===== src/rtl/clock_pkg.sv =====
// Shared types and widths for the clock-service supervisor.
package clock_pkg;

  typedef enum logic [2:0] {
    RESET_DCM,
    WAIT_LOCK,
    RELEASE,
    RUN,
    FAIL
  } sup_state_e;

  localparam int RETRY_W   = 4;
  localparam int UNLOCK_W  = 16;
  localparam int DOM_IDX_W = 4;

  localparam logic [UNLOCK_W-1:0] UNLOCK_MAX = '1;

endpackage


===== src/rtl/sync2.sv =====
// Two-flop synchroniser for asynchronous status inputs; resets to 0.
module sync2 (
  input  logic clk,
  input  logic rst,
  input  logic d,
  output logic q
);

  logic meta;

  // NOTE: non-blocking assignments so q takes the previous meta, giving two real stages.
  always_ff @(posedge clk or posedge rst) begin
    if (rst) begin
      meta <= 1'b0;
      q    <= 1'b0;
    end else begin
      meta <= d;
      q    <= meta;
    end
  end

endmodule


===== src/rtl/clock_supervisor.sv =====
// DCM reset sequencing, lock qualification with retry/timeout, and staggered
// release of downstream domain resets, all on the reference clock.
module clock_supervisor
  import clock_pkg::*;
#(
  parameter int NDOM         = 4,
  parameter int RST_PULSE    = 3,
  parameter int LOCK_FILTER  = 16,
  parameter int LOCK_TIMEOUT = 65536,
  parameter int MAX_RETRY    = 7,
  parameter int STAGGER      = 8,
  parameter int CW           = 20
) (
  input  logic                clkIn,
  input  logic                rstIn,
  input  logic                dcmLocked,
  input  logic                clkStopped,
  input  logic                swReset,
  output logic                rstDCM,
  output logic [NDOM-1:0]     domRstn,
  output logic                ready,
  output logic                failed,
  output logic [RETRY_W-1:0]  retryCount,
  output logic [UNLOCK_W-1:0] unlockCount
);

  localparam logic [CW-1:0]        PULSE_LAST   = CW'(RST_PULSE - 1);
  localparam logic [CW-1:0]        FILTER_LAST  = CW'(LOCK_FILTER - 1);
  localparam logic [CW-1:0]        TIMEOUT_LAST = CW'(LOCK_TIMEOUT - 1);
  localparam logic [CW-1:0]        STAGGER_LAST = CW'(STAGGER - 1);
  localparam logic [RETRY_W-1:0]   RETRY_LAST   = RETRY_W'(MAX_RETRY - 1);
  localparam logic [DOM_IDX_W-1:0] LAST_DOM     = DOM_IDX_W'(NDOM - 1);

  sup_state_e           state;
  logic [CW-1:0]        timer;
  logic [CW-1:0]        filter;
  logic [DOM_IDX_W-1:0] dom_idx;
  logic [DOM_IDX_W-1:0] next_idx;
  logic                 lock_s;
  logic                 stop_s;
  logic                 lock_lost;

  sync2 u_sync_lock (
    .clk (clkIn),
    .rst (rstIn),
    .d   (dcmLocked),
    .q   (lock_s)
  );

  sync2 u_sync_stop (
    .clk (clkIn),
    .rst (rstIn),
    .d   (clkStopped),
    .q   (stop_s)
  );

  assign next_idx  = dom_idx + 1'b1;
  assign lock_lost = ((state == RELEASE) || (state == RUN)) && (!lock_s || stop_s);

  always_ff @(posedge clkIn or posedge rstIn) begin
    if (rstIn) begin
      state       <= RESET_DCM;
      rstDCM      <= 1'b1;
      domRstn     <= '0;
      ready       <= 1'b0;
      failed      <= 1'b0;
      retryCount  <= '0;
      unlockCount <= '0;
      timer       <= '0;
      filter      <= '0;
      dom_idx     <= '0;
    end else if (swReset) begin
      state      <= RESET_DCM;
      rstDCM     <= 1'b1;
      domRstn    <= '0;
      ready      <= 1'b0;
      failed     <= 1'b0;
      retryCount <= '0;
      timer      <= '0;
      filter     <= '0;
      dom_idx    <= '0;
    end else if (lock_lost) begin
      // Lock loss restarts acquisition but keeps the retry budget as it was.
      state   <= RESET_DCM;
      rstDCM  <= 1'b1;
      domRstn <= '0;
      ready   <= 1'b0;
      timer   <= '0;
      filter  <= '0;
      dom_idx <= '0;
      if (unlockCount != UNLOCK_MAX) unlockCount <= unlockCount + 1'b1;
    end else begin
      case (state)
        RESET_DCM: begin
          if (timer == PULSE_LAST) begin
            state  <= WAIT_LOCK;
            rstDCM <= 1'b0;
            timer  <= '0;
          end else begin
            timer <= timer + 1'b1;
          end
        end

        WAIT_LOCK: begin
          filter <= lock_s ? filter + 1'b1 : '0;
          // A timeout on the same edge as filter completion still counts as a failed attempt.
          if (timer == TIMEOUT_LAST) begin
            timer      <= '0;
            filter     <= '0;
            rstDCM     <= 1'b1;
            retryCount <= retryCount + 1'b1;
            if (retryCount == RETRY_LAST) begin
              state  <= FAIL;
              failed <= 1'b1;
            end else begin
              state <= RESET_DCM;
            end
          end else begin
            timer <= timer + 1'b1;
            if (lock_s && (filter == FILTER_LAST)) begin
              timer   <= '0;
              filter  <= '0;
              dom_idx <= '0;
              domRstn <= NDOM'(1);
              if (NDOM == 1) begin
                state      <= RUN;
                ready      <= 1'b1;
                retryCount <= '0;
              end else begin
                state <= RELEASE;
              end
            end
          end
        end

        RELEASE: begin
          if (timer == STAGGER_LAST) begin
            timer   <= '0;
            dom_idx <= next_idx;
            domRstn <= domRstn | (NDOM'(1) << next_idx);
            if (next_idx == LAST_DOM) begin
              state      <= RUN;
              ready      <= 1'b1;
              retryCount <= '0;
            end
          end else begin
            timer <= timer + 1'b1;
          end
        end

        RUN: begin
          ready <= 1'b1;
        end

        FAIL: begin
          failed  <= 1'b1;
          rstDCM  <= 1'b1;
          domRstn <= '0;
          ready   <= 1'b0;
        end

        default: begin
          state <= RESET_DCM;
        end
      endcase
    end
  end

endmodule


===== config.mk =====
export PLATFORM = sky130hd
export DESIGN_NAME = clock_supervisor
export DESIGN_NICKNAME = d
export VERILOG_FILES = /design/src/rtl/clock_pkg.sv /design/src/rtl/sync2.sv /design/src/rtl/clock_supervisor.sv
export SDC_FILE = /design/constraint.sdc
export NUM_CORES = 1
export LEC_CHECK = 0
export BUFFER_PORTS_ARGS = -buffer_cell sky130_fd_sc_hd__buf_2
export CAP_MARGIN = 10
export CORE_MARGIN = 2
export CORE_UTILIZATION = 65
export DETAILED_ROUTE_END_ITERATION = 10
export HOLD_SLACK_MARGIN = 0.06
export PLACE_DENSITY_LB_ADDON = 0.2
export SLEW_MARGIN = 20
export SYNTH_ARGS = -nofsm -noshare
export SYNTH_HDL_FRONTEND = slang
export SYNTH_SLANG_ARGS = --single-unit

===== constraint.sdc =====
create_clock -name clkIn -period 7.27 [get_ports clkIn]
set_clock_uncertainty 0.15 [all_clocks]
set_input_delay 1.454 -clock clkIn [delete_from_list [all_inputs] [get_ports clkIn]]
set_output_delay 1.454 -clock clkIn [all_outputs]
set_load 0.03 [all_outputs]

# [After elaboration in Yosys (flattened, before gate mapping)]
# Cells that the tools add are included.
[classes] n_bitwise=2 eq_ne=24 n_addsub=5 n_mux=55 shifts=1 reduce_logical=23
[op_table] operator="two-way mux 20 bit" count=12
[op_table] operator="two-way mux 4 bit" count=15
[op_table] operator="one-hot mux 20 bit (3 select lines)" count=1
[op_table] operator="adder 20 x 1 -> 20 bit (second input constant)" count=2
[op_table] operator="two-way mux 3 bit" count=8
[op_table] operator="== test 20 x 16 -> 1 bit (second input constant)" count=1
[op_table] operator="== test 20 x 2 -> 1 bit (second input constant)" count=1
[op_table] operator="== test 20 x 3 -> 1 bit (second input constant)" count=1
[op_table] operator="== test 20 x 4 -> 1 bit (second input constant)" count=1
[op_table] operator="nonzero test 5 bit" count=4
[op_table] operator="adder 16 x 1 -> 16 bit (second input constant)" count=1
[op_table] operator="inequality test 16 bit (second input constant)" count=1
[op_table] operator="inequality test 4 bit (second input constant)" count=4
[op_table] operator="one-hot mux 4 bit (2 select lines)" count=2
[op_table] operator="two-way mux 1 bit" count=12
[op_table] operator="one-hot mux 3 bit (4 select lines)" count=1
[op_table] operator="one-hot mux 4 bit (3 select lines)" count=1
[op_table] operator="AND reduction 4 bit" count=3
[op_table] operator="AND reduction 5 bit" count=2
[op_table] operator="AND reduction 3 bit" count=3
[op_table] operator="nonzero test 3 bit" count=3
[op_table] operator="adder 4 x 1 -> 4 bit (second input constant)" count=2
[op_table] operator="inequality test 4 x 3 -> 1 bit (second input constant)" count=2
[op_table] operator="== test 3 x 2 -> 1 bit (second input constant)" count=2
[op_table] operator="other kinds (20)" count=25
[word_totals] reg_bits=78 out_inout_bits=27 elab_cells=124 inputBits=5

# [Depth between registers and ports, before layout]
[depth] depth_word=7 ltp_mapped=9 mapped_depth_nobuf=8

# [Cells and area by module]
# A second synthesis with hierarchy kept.
[unflattened] cells_unflattened=452 area_unflattened_um2=4230.3
[modules_own_cells] mod="clock_supervisor" instances=1 area_each_um2=4122.7 cells_per_inst=446 seq_area_each_um2=1853.0
[modules_own_cells] mod="sync2" instances=2 area_each_um2=53.8 cells_per_inst=3 seq_area_each_um2=50.0

# [Worst setup path before layout]
# No wires, ideal clock.
[synth_timing] kind="input to register" from="in swReset" to="reg timer[18]" arrival_time_ps=2874 path_slack_ps=4127 stages=7 n_path_buf=1 setup_time_ps=119 required_time_ps=7001 cell_sequence="clkbuf_2 -> inv_1 -> o21a_1 -> or4_4 -> nor3_2 -> xnor2_1 -> nor2_1"
[synth_between] elab_chain_len=1 word_cells_on_any_way=2 cone_classes="mux (1); reduce/logical (1)"
[synth_lines] item="start, declared" line_no="clock_supervisor.sv:18" rtl="input logic swReset,"
[synth_lines] item="nonzero test 5 bit (no line) or two-way mux 20 bit (tied branches)"
[synth_lines] item="end signal, assigned" line_no="clock_supervisor.sv:100" rtl="timer <= timer + 1'b1;"
[synth_lines] item="end signal, assigned" line_no="clock_supervisor.sv:119" rtl="timer <= timer + 1'b1;"
[synth_lines] item="end signal, assigned" line_no="clock_supervisor.sv:147" rtl="timer <= timer + 1'b1;"
[synth_lines] item="end, declared" line_no="clock_supervisor.sv:35" rtl="logic [CW-1:0] timer;"
# Several ways; a longest one is shown, not always the timed one.
# A chain may end at the register's enable or synchronous reset.

# [Worst setup path after layout]
# Same ends and word-level chain as after synthesis.

==> impl_metrics.ini <==
[sta]
fin_crit_ns = 3.01
worst_slew_pin_slew_ns = 1.02
post-route-period-util_pct = 41.5
hold_ws_ns = 0.210
hold_violations = 0
tns_ns = 0
slew_headroom_pct = 31.9
rsz0062_at_grt = false
report.final.slew_viol_count = 0
setup_viol = 0
worst_slack_ns = 4.26
max_freq_ghz = 0.332

[grt]
antenna_found_initial = 0
grt_usage_pct = 26.2
grt_max_degree = 79
grt_first_pass_wirelength_mm = 15.3
grt_pass1_vias = 3261
grt_overflow = 0

[final_layout]
most-common-layout-cells = 77 x dfrtp_1, 51 x nor2_1, 42 x nand2_1
antennaDiodeCount = 0
syn2layout_area_growth_pct = 10.6
layout.nets = 502
fin_cells = 571
fin_area_sq_um = 4770
utilization_pct = 74.7
final_common_cell = dfrtp_1
layout-drive-gt1-share_pct = 15.2

[routing]
dr_wl_met2_mm = 4.11
route.detailed.wl_per_inst_um = 15.7
antenna_left = 0
dr.pass1.iters = 6
met3_length_um = 452
via_per_inst = 6.09
drt_iter0_drc = 274
vias = 3478
postRouteWirelength_mm = 8.98
top_layer = met4
wl_met1_mm = 4.22
drc_errors = 0

[setup_path]
worst_setup_path_end_kind = flop
worst_setup_path_start_kind = input pin
worst_ep_arrival_time_ns = 3.10
cp.required_ns = 7.36
crit_fanout = 10
worst-setup-path-type = input pin to flop

[clocking]
clk_latency_ns = 0.36
clockRootBuffer = clkbuf_8
clock_path_buffers = 2
numCtsBuffers = 9
cts_sinks = 78
clkSlewWorstSetupHoldPaths_ns = 0.08
cts_tree = yes
cts-htree-levels = 3
ctsHoldBuffers = 0
cts_resized = 0
post_cts_buffers = 0

[power_and_ir_drop]
swShare_pct = 32.8
clkPwrFrac_pct = 33.8
vdd_drop_max_mv = 0.186
intPower_mw = 0.779
p_total_mw = 1.16
powerDensity_nw_per_um2 = 243
power_frac_seq_pct = 43.5
p_leak_nw = 2.09
pwr-share-comb_pct = 22.7
p_sw_mw = 0.380

[placement]
place_inst = 554
place_ws_ns = 3.95
io_buffers = 31
placed_cell_area_sq_um = 4510
dp_hpwl_mm = 6.14
place_congestion = 0.925

[synthesis]
synth-seq-cells = 78
synthCells = 458
synth_area_leaders = dfrtp_1 45%, xnor2_1 5.1%, nor2_1 4.4%, nand2_1 3.7%, xor2_1 3.5%
synth_edf_count = 0
synthArstFlopShare_pct = 100
netlist_area_sq_um = 4310
synth_area_leader_cell = dfrtp_1
synth.distinct_cells = 64
yosys_warnings = 0
mappedNetlistNets = 471
yosysSeqAreaShare_pct = 45.3
synth_flop_cell = dfrtp_1
synth_top_area_share_pct = 44.7
syn-mean-instance-area_sq_um = 9.41

[floorplan]
core_area_sq_um = 6390
start_util_pct = 67.5
rows = 29
die_w_um = 85.4
ioPinCount = 32
die_area_sq_um = 7300
die_h_um = 85.4

[hold_path]
hold_class = flop to flop

[outcome]
status = finished clean

[job]
cap_violations = 0
[logic make-up after synthesis]
kind of cell	synth area share [%]
simple gates	28.8
compound gates	11.1
flops	45.3
xor+xnor	8.53
fa+ha+maj	2.32
buf+inv	2.61
mux	1.25
[synth_stat cells (2+ instances only)]
master / count
a21boi_0: 2
a21o_1: 4
a21oi_1: 11
a31oi_1: 2
a41oi_1: 2
and2_1: 6
and3_1: 10
and3_2: 2
and4_1: 6
buf_2: 2
clkbuf_1: 8
dfrtp_1: 77
ha_1: 8
inv_1: 14
mux2_2: 2
mux2i_1: 2
nand2_1: 42
nand2b_1: 8
nand3_1: 26
nand3b_1: 3
nand4_1: 15
nor2_1: 51
nor2b_1: 2
nor3_1: 12
nor3_2: 2
nor4_1: 10
nor4_2: 3
nor4b_1: 4
o211ai_1: 5
o21a_1: 4
o21ai_0: 25
o21ai_1: 2
o21ai_2: 2
o31ai_1: 2
or2_2: 4
or3_1: 9
or4_4: 2
xnor2_1: 25
xor2_1: 17
[area by class of cell]
cell class                      count  area, sq um
Multi-Input combinational cell    353         2250
Clock inverter                      6          110
Clock buffer                       10          128
Inverter                           14         52.6
Timing Repair Buffer               33          183
Fill cell                         468         1620
Tap cell                           77         96.3
Sequential cell                    78         1950
[path summary, 6_finish.rpt]
path | start | end | slack (ns) | cells past startpoint
setup reg to reg | timer[10] | timer[11] | 4.59 | 6
min in group asynchronous | rstIn | u_sync_lock.meta | 1.03 | 3
setup / recovery | swReset | timer[18] | 4.26 | 7
hold reg to reg | u_sync_stop.meta | u_sync_stop.q | 0.21 | 0
max in group asynchronous | rstIn | timer[16] | 5.35 | 4
hold / removal | u_sync_stop.meta | u_sync_stop.q | 0.21 | 0
[flip-flops by register name (all words and copies together) (netlist names)]
| name | cells |
|---|---|
| failed | 1 |
| domRstn | 4 |
| u_sync_stop.meta | 1 |
| u_sync_lock.q | 1 |
| unlockCount | 16 |
| state | 3 |
| retryCount | 4 |
| u_sync_lock.meta | 1 |
| timer | 20 |
| rstDCM | 1 |
| filter | 20 |
| ready | 1 |
| dom_idx | 4 |
| u_sync_stop.q | 1 |
[critical path: stages]
cell and delay [ns]:
buf_2 0.20, inv_1 0.17, o21a_1 0.24, or4_4 0.61
nor3_2 0.21, xnor2_1 0.16, nor2_1 0.06
[power by group through the flow]
stage	clock (mW)	sequential [mW]	combinational [mW]
4_1_cts	0.394	0.503	0.262
3_3_place_gp	0	0.510	0.255
2_1_floorplan	0	0.529	0.183
3_5_place_dp	0	0.511	0.260
6_report	0.392	0.504	0.263
5_1_grt	0.410	0.510	0.290
[routing by layer]
layer  global-route usage (%)  vias to the layer above
met5                        0                        -
met4                     11.8                        0
met3                     4.47                       20
met2                     40.0                      114
met1                     36.9                     1650
li1                         -                     1694
Power figures use the tool's default switching activity.
